**config.mk**
```make
export PLATFORM = sky130hd
export DESIGN_NAME = seg7_scan_decoder
export DESIGN_NICKNAME = d
export VERILOG_FILES = /design/src/rtl/seg7_pkg.sv /design/src/rtl/seg7_pattern_decode.sv /design/src/rtl/seg7_scan_decoder.sv
export SDC_FILE = /design/constraint.sdc
export NUM_CORES = 1
export LEC_CHECK = 0
export CORE_AREA = 4 4 78 80
export CTS_BUF_LIST = sky130_fd_sc_hd__clkbuf_4 sky130_fd_sc_hd__clkbuf_8
export DETAILED_ROUTE_END_ITERATION = 12
export DIE_AREA = 0 0 82 84
export PLACE_DENSITY_LB_ADDON = 0.05
export SYNTH_ARGS = -nofsm -noshare
export SYNTH_HDL_FRONTEND = slang
export SYNTH_SLANG_ARGS = --single-unit
```
**constraint.sdc**
```tcl
create_clock -name iCLK -period 2.02 [get_ports iCLK]
set_input_delay 0.606 -clock iCLK [delete_from_list [all_inputs] [get_ports iCLK]]
set_output_delay 0.606 -clock iCLK [all_outputs]
set_load 0.05 [all_outputs]
```
**src/rtl/seg7_pkg.sv**
```systemverilog
// Segment bit positions and active-low glyph patterns shared by the 7-segment encoder and decoder.
package seg7_pkg;

    localparam int SEG_T  = 0;
    localparam int SEG_RT = 1;
    localparam int SEG_RB = 2;
    localparam int SEG_B  = 3;
    localparam int SEG_LB = 4;
    localparam int SEG_LT = 5;
    localparam int SEG_M  = 6;

    // Arguments are "segment lit"; the bus drives a lit segment low.
    function automatic logic [6:0] seg_on(input logic t, input logic rt, input logic rb,
                                          input logic b, input logic lb, input logic lt,
                                          input logic m);
        logic [6:0] r;
        r         = '1;
        r[SEG_T]  = ~t;
        r[SEG_RT] = ~rt;
        r[SEG_RB] = ~rb;
        r[SEG_B]  = ~b;
        r[SEG_LB] = ~lb;
        r[SEG_LT] = ~lt;
        r[SEG_M]  = ~m;
        return r;
    endfunction

    localparam logic [6:0] SEG_PAT_0 = seg_on(1'b1, 1'b1, 1'b1, 1'b1, 1'b1, 1'b1, 1'b0);
    localparam logic [6:0] SEG_PAT_1 = seg_on(1'b0, 1'b1, 1'b1, 1'b0, 1'b0, 1'b0, 1'b0);
    localparam logic [6:0] SEG_PAT_2 = seg_on(1'b1, 1'b1, 1'b0, 1'b1, 1'b1, 1'b0, 1'b1);
    localparam logic [6:0] SEG_PAT_3 = seg_on(1'b1, 1'b1, 1'b1, 1'b1, 1'b0, 1'b0, 1'b1);
    localparam logic [6:0] SEG_PAT_4 = seg_on(1'b0, 1'b1, 1'b1, 1'b0, 1'b0, 1'b1, 1'b1);
    localparam logic [6:0] SEG_PAT_5 = seg_on(1'b1, 1'b0, 1'b1, 1'b1, 1'b0, 1'b1, 1'b1);
    localparam logic [6:0] SEG_PAT_6 = seg_on(1'b1, 1'b0, 1'b1, 1'b1, 1'b1, 1'b1, 1'b1);
    localparam logic [6:0] SEG_PAT_7 = seg_on(1'b1, 1'b1, 1'b1, 1'b0, 1'b0, 1'b0, 1'b0);
    localparam logic [6:0] SEG_PAT_8 = seg_on(1'b1, 1'b1, 1'b1, 1'b1, 1'b1, 1'b1, 1'b1);
    localparam logic [6:0] SEG_PAT_9 = seg_on(1'b1, 1'b1, 1'b1, 1'b1, 1'b0, 1'b1, 1'b1);
    localparam logic [6:0] SEG_PAT_A = seg_on(1'b1, 1'b1, 1'b1, 1'b0, 1'b1, 1'b1, 1'b1);
    localparam logic [6:0] SEG_PAT_B = seg_on(1'b0, 1'b0, 1'b1, 1'b1, 1'b1, 1'b1, 1'b1);
    localparam logic [6:0] SEG_PAT_C = seg_on(1'b1, 1'b0, 1'b0, 1'b1, 1'b1, 1'b1, 1'b0);
    localparam logic [6:0] SEG_PAT_D = seg_on(1'b0, 1'b1, 1'b1, 1'b1, 1'b1, 1'b0, 1'b1);
    localparam logic [6:0] SEG_PAT_E = seg_on(1'b1, 1'b0, 1'b0, 1'b1, 1'b1, 1'b1, 1'b1);
    localparam logic [6:0] SEG_PAT_F = seg_on(1'b1, 1'b0, 1'b0, 1'b0, 1'b1, 1'b1, 1'b1);

    localparam logic [6:0] SEG_BLANK = 7'h7F;

endpackage

```
**src/rtl/seg7_pattern_decode.sv**
```systemverilog
// Combinational inverse of the hex encoder: 7-bit active-low pattern -> {legal, nibble}.
module seg7_pattern_decode
    import seg7_pkg::*;
(
    input  logic [6:0] seg_i,
    output logic       legal_o,
    output logic [3:0] nibble_o
);

    always_comb begin
        legal_o  = 1'b1;
        nibble_o = 4'h0;
        case (seg_i)
            SEG_PAT_0: nibble_o = 4'h0;
            SEG_PAT_1: nibble_o = 4'h1;
            SEG_PAT_2: nibble_o = 4'h2;
            SEG_PAT_3: nibble_o = 4'h3;
            SEG_PAT_4: nibble_o = 4'h4;
            SEG_PAT_5: nibble_o = 4'h5;
            SEG_PAT_6: nibble_o = 4'h6;
            SEG_PAT_7: nibble_o = 4'h7;
            SEG_PAT_8: nibble_o = 4'h8;
            SEG_PAT_9: nibble_o = 4'h9;
            SEG_PAT_A: nibble_o = 4'hA;
            SEG_PAT_B: nibble_o = 4'hB;
            SEG_PAT_C: nibble_o = 4'hC;
            SEG_PAT_D: nibble_o = 4'hD;
            SEG_PAT_E: nibble_o = 4'hE;
            SEG_PAT_F: nibble_o = 4'hF;
            SEG_BLANK: legal_o  = 1'b0;
            default:   legal_o  = 1'b0;
        endcase
    end

endmodule

```
**src/rtl/seg7_scan_decoder.sv**
```systemverilog
// Samples a multiplexed 7-segment display and recovers the hex digit in each position.
// Optional SEG7_DP_CAPTURE_EN adds decimal-point capture (iSEG_DP in, oDP out).
module seg7_scan_decoder #(
    parameter int NUM_DIGITS    = 4,
    parameter int STABLE_CYCLES = 8,
    parameter int CNT_W         = 4
) (
    input  logic                    iCLK,
    input  logic                    iRST,
    input  logic [6:0]              iSEG,
    input  logic [NUM_DIGITS-1:0]   iSEL,
`ifdef SEG7_DP_CAPTURE_EN
    input  logic                    iSEG_DP,
    output logic [NUM_DIGITS-1:0]   oDP,
`endif
    output logic [4*NUM_DIGITS-1:0] oDIGITS,
    output logic [NUM_DIGITS-1:0]   oVALID_MASK,
    output logic                    oFRAME,
    output logic                    oERR
);

`ifdef SEG7_DP_CAPTURE_EN
    localparam int SW = NUM_DIGITS + 8;
`else
    localparam int SW = NUM_DIGITS + 7;
`endif
    localparam logic [CNT_W-1:0] CNT_MAX    = CNT_W'(STABLE_CYCLES);
    localparam logic [CNT_W-1:0] CNT_COMMIT = CNT_W'(STABLE_CYCLES - 1);

    logic [SW-1:0]                 raw, s1_q, s2_q, prev_q;
    logic [CNT_W-1:0]              cnt_q, cnt_d;
    logic [NUM_DIGITS-1:0][3:0]    digits_q, digits_d;
    logic [NUM_DIGITS-1:0]         valid_q, valid_d, seen_q, seen_d;
    logic                          frame_q, frame_d, err_q, err_d;
    logic [NUM_DIGITS-1:0]         sel_s2;
    logic [6:0]                    seg_s2;
    logic                          stable, sel_onehot, commit, pat_legal;
    logic [3:0]                    pat_nib;

`ifdef SEG7_DP_CAPTURE_EN
    logic [NUM_DIGITS-1:0]         dp_q, dp_d;
    logic                          s2_dp;
    assign raw   = {iSEG_DP, iSEL, iSEG};
    assign s2_dp = s2_q[SW-1];
    assign oDP   = dp_q;
`else
    assign raw   = {iSEL, iSEG};
`endif

    assign seg_s2     = s2_q[6:0];
    assign sel_s2     = s2_q[7 +: NUM_DIGITS];
    assign stable     = (s2_q == prev_q);
    assign sel_onehot = (|sel_s2) && ((sel_s2 & (sel_s2 - NUM_DIGITS'(1))) == '0);
    // Fires only on the count-up into saturation, so one commit per stable window.
    assign commit     = stable && (cnt_q == CNT_COMMIT) && sel_onehot;

    seg7_pattern_decode u_dec (
        .seg_i    (seg_s2),
        .legal_o  (pat_legal),
        .nibble_o (pat_nib)
    );

    always_comb begin
        cnt_d = cnt_q;
        if (!stable)
            cnt_d = '0;
        else if (cnt_q != CNT_MAX)
            cnt_d = cnt_q + CNT_W'(1);
    end

    always_comb begin
        digits_d = digits_q;
        valid_d  = valid_q;
        seen_d   = seen_q;
        frame_d  = 1'b0;
        err_d    = 1'b0;
`ifdef SEG7_DP_CAPTURE_EN
        dp_d     = dp_q;
`endif
        if (commit) begin
            for (int i = 0; i < NUM_DIGITS; i++) begin
                if (sel_s2[i]) begin
                    if (pat_legal) begin
                        digits_d[i] = pat_nib;
                        valid_d[i]  = 1'b1;
                    end else begin
                        valid_d[i]  = 1'b0;
                        err_d       = 1'b1;
                    end
`ifdef SEG7_DP_CAPTURE_EN
                    dp_d[i] = ~s2_dp;
`endif
                end
            end
            if ((seen_q | sel_s2) == '1) begin
                frame_d = 1'b1;
                seen_d  = '0;
            end else begin
                seen_d  = seen_q | sel_s2;
            end
        end
    end

    always_ff @(posedge iCLK) begin
        if (iRST) begin
            s1_q     <= '0;
            s2_q     <= '0;
            prev_q   <= '0;
            cnt_q    <= '0;
            digits_q <= '0;
            valid_q  <= '0;
            seen_q   <= '0;
            frame_q  <= 1'b0;
            err_q    <= 1'b0;
`ifdef SEG7_DP_CAPTURE_EN
            dp_q     <= '0;
`endif
        end else begin
            s1_q     <= raw;
            s2_q     <= s1_q;
            prev_q   <= s2_q;
            cnt_q    <= cnt_d;
            digits_q <= digits_d;
            valid_q  <= valid_d;
            seen_q   <= seen_d;
            frame_q  <= frame_d;
            err_q    <= err_d;
`ifdef SEG7_DP_CAPTURE_EN
            dp_q     <= dp_d;
`endif
        end
    end

    assign oDIGITS     = digits_q;
    assign oVALID_MASK = valid_q;
    assign oFRAME      = frame_q;
    assign oERR        = err_q;

endmodule
```
==> reports/metrics.csv, run 1 <==
metric,value,unit
crit_path_frequent_cell,buf_4,
synth_nets,289,
yosysSeqAreaShare,47.7,%
ctsHoldBuffers,0,
netlist.area_leader.share,47.7,%
nets,363,
layout_commonest_cell,buf_4,
syn2layout_area_growth,38.8,%
tns,0,ns
fin_crit,1.98,ns
clkTransAtPathRegs,0.06,ns
cts_tree,done,
cp_slowest_cell,a2111oi_4,
fill_cells,442,
fmaxAchievable,505,MHz
routabilityCongestion,0.826,
start_util,48.9,%
overflow,0,
preCtsSetupSlack,-0.0505,ns
status,"complete, no violations",
max_stage_delay,0.38,ns
ant_nets,0,
finalMaxSlewViolations,0,
ir_worst_vdd,540,uV
cp_data_required_time,2.23,ns
syn_area_per_cell,9.65,um^2
clkSinkCount,63,
synth_area_leader_cell,dfxtp_1,
antenna_found_initial,0,
setup_violations,0,
synth-edff-count,0,
clock-root-buffer,clkbuf_8,
syn_inst,274,
htreeDepth,3,
synth.area.top_cells,"dfxtp_1, nor2b_1, mux2i_1",
rsz0062_at_grt,true,
die-area,6890,um^2
synth_area,2650,um^2
drt_iter0_markers,138,
synthArstFlopShare,0,%
drc,0,
p_leak,0.00150,uW
routed_wl,6.16,mm
track_usage,19.3,%
hold_viol_final,0,
clkLatencyLatePin,0.35,ns
min_path_type,flop to flop,
fp.dieH,84,um
synthFlopType,dfxtp_1,
slew_headroom,67.4,%
tightest_slew,0.484,ns
fin_util,67.9,%
cp.arrival,2.19,ns
coreArea,5410,um^2
start_kind,flop,
hpwl,4.24,mm
ios,35,
fp.dieW,82,um
fin_skew,0.0135,ns
antenna_cells,0,
maxCapViolCount,0,
fp-row-count,27,
cp_max_fo,7,
drive_above_1_share,33.7,%
yosys_warnings,0,
numPortBuffers,34,
layout_setup_ws,0.0406,ns
mostFrequentLayoutCells,"buf_4, dfxtp_1, nor2b_1",
crit_chain,buf_4 > xnor2_2 > nand4_1 > a2111oi_4 > buf_6 > o311ai_2 > buf_4 > mux2i_1,
end_kind,flop,
drtPass1Iterations,4,
total_power,2630,uW
wire_per_inst,14.5,um
grt_max_degree,24,
cts-buffers-inserted,9,
critPathKind,flop to flop,
ys_ff_latch,63,
via_per_inst,5.03,
vias,2136,
first_global_vias,2141,
grt_pass1_wl,10.2,mm
period_share,98.0,%
clock_path_buffers,2,
synth.distinct_cells,46,
powerDensity,716,nW/um^2
layout make-up:
class                           instances  area [um^2]  area share [%]
Clock buffer                           12          153            4.16
Clock inverter                          4         45.0            1.23
Inverter                                4         15.0           0.409
Multi-Input combinational cell        187         1380            37.5
Sequential cell                        63         1270            34.7
Tap cell                               72         90.1            2.45
Timing Repair Buffer                   83          718            19.6
final timing paths:
path | from | slack, ns | to | cells past startpoint
worst max-delay path | s2_q[5]$_SDFF_PP0_ | 0.04 | oDIGITS[14]$_SDFFE_PP0P_ | 8
worst min-delay path | s1_q[4]$_SDFF_PP0_ | 0.43 | s2_q[4]$_SDFF_PP0_ | 1
worst max register to register | s2_q[5]$_SDFF_PP0_ | 0.04 | oDIGITS[14]$_SDFFE_PP0P_ | 8
worst min register to register | s1_q[4]$_SDFF_PP0_ | 0.43 | s2_q[4]$_SDFF_PP0_ | 1
metal layers:
metal	vias up	part of all wire, %	wire length, um	global-route usage [%]
met4	0	1.9	118	7.70
met5	-	0	0	0
met3	10	4.1	252	6.05
li1	1093	-	-	-
met1	991	46	2850	24.4
met2	42	48	2940	30.2
critical path: cells and delay by family, from the launching register on:
kind	cells	cell delay, ns
muxes	1	0.12
and+or+nand+nor	1	0.19
AOI/OAI and AO/OA	2	0.49
xor gates and xnor gates	1	0.15
DFF	1	0.36
buffers and inverters	3	0.53
report_power, final:
group          switching [uW]  internal, uW  leakage (uW)  total (uW)
combinational             115           133      0.000876         247
sequential               22.9          1270      0.000517        1290
clock                     465           625      0.000107        1090
total                     603          2030       0.00150        2630
cells by family after synthesis:
logic type	synth area share [%]
xor+xnor	4.97
buf+inv	3.93
flops	47.7
mux	5.72
simple gates	24.8
compound gates	11.9
fa+ha+maj	0.946
cells in the mapped netlist (2+ instances only):
cell and n:
a21oi_1 12, clkbuf_1 12, ha_1 2, nor3_1 4, or3b_2 2, nor2_1 10, xor2_1 2, or3_1 4
mux2i_1 14, o311ai_1 2, nand4_1 5, nand3b_1 4, xnor2_1 13, o22ai_1 3, o21ai_0 4, and2_1 2
nand2_1 25, buf_2 5, o311ai_2 2, nor4b_1 4, o2bb2ai_1 4, a21bo_2 4, nor4_1 2, nor2b_1 42
nand3_1 4, buf_4 2, inv_1 4, dfxtp_1 63
stage by stage:
| step | std cells | area, um^2 | hold slack (ns) |
|---|---|---|---|
| finish | 425 | 3670 | 0.434 |
| global route | 425 | 3670 | 0.452 |
| CTS | 425 | 3580 | 0.437 |
| detailed placement | 408 | 3360 | 0.421 |
| global placement | 408 | 3360 | 0.418 |
| floorplan | 274 | 2670 | 0.414 |
state kept, by name, summed over array words and instances, names as in the netlist, 4 cells and up:
signal,flops
oVALID_MASK,4
s2_q,11
oDIGITS,16
cnt_q,4
prev_q,11
seen_q,4
s1_q,11
what timing repair did:
action	in CTS	in global routing
setup buffers	1	0
pin swaps	1	4
setup endpoints to repair	17	25
resized for setup	5	22
endpoints found under the hold margin	0	0
No activity file was read; power rests on OpenSTA's default activity.
==> inputs of run 2 (changes only) <==
Settings changed: ABC_CLOCK_PERIOD_IN_PS set to 2020.
==> results of run 2 <==
Final layout, timing and power as in run 1 (identical DEF).
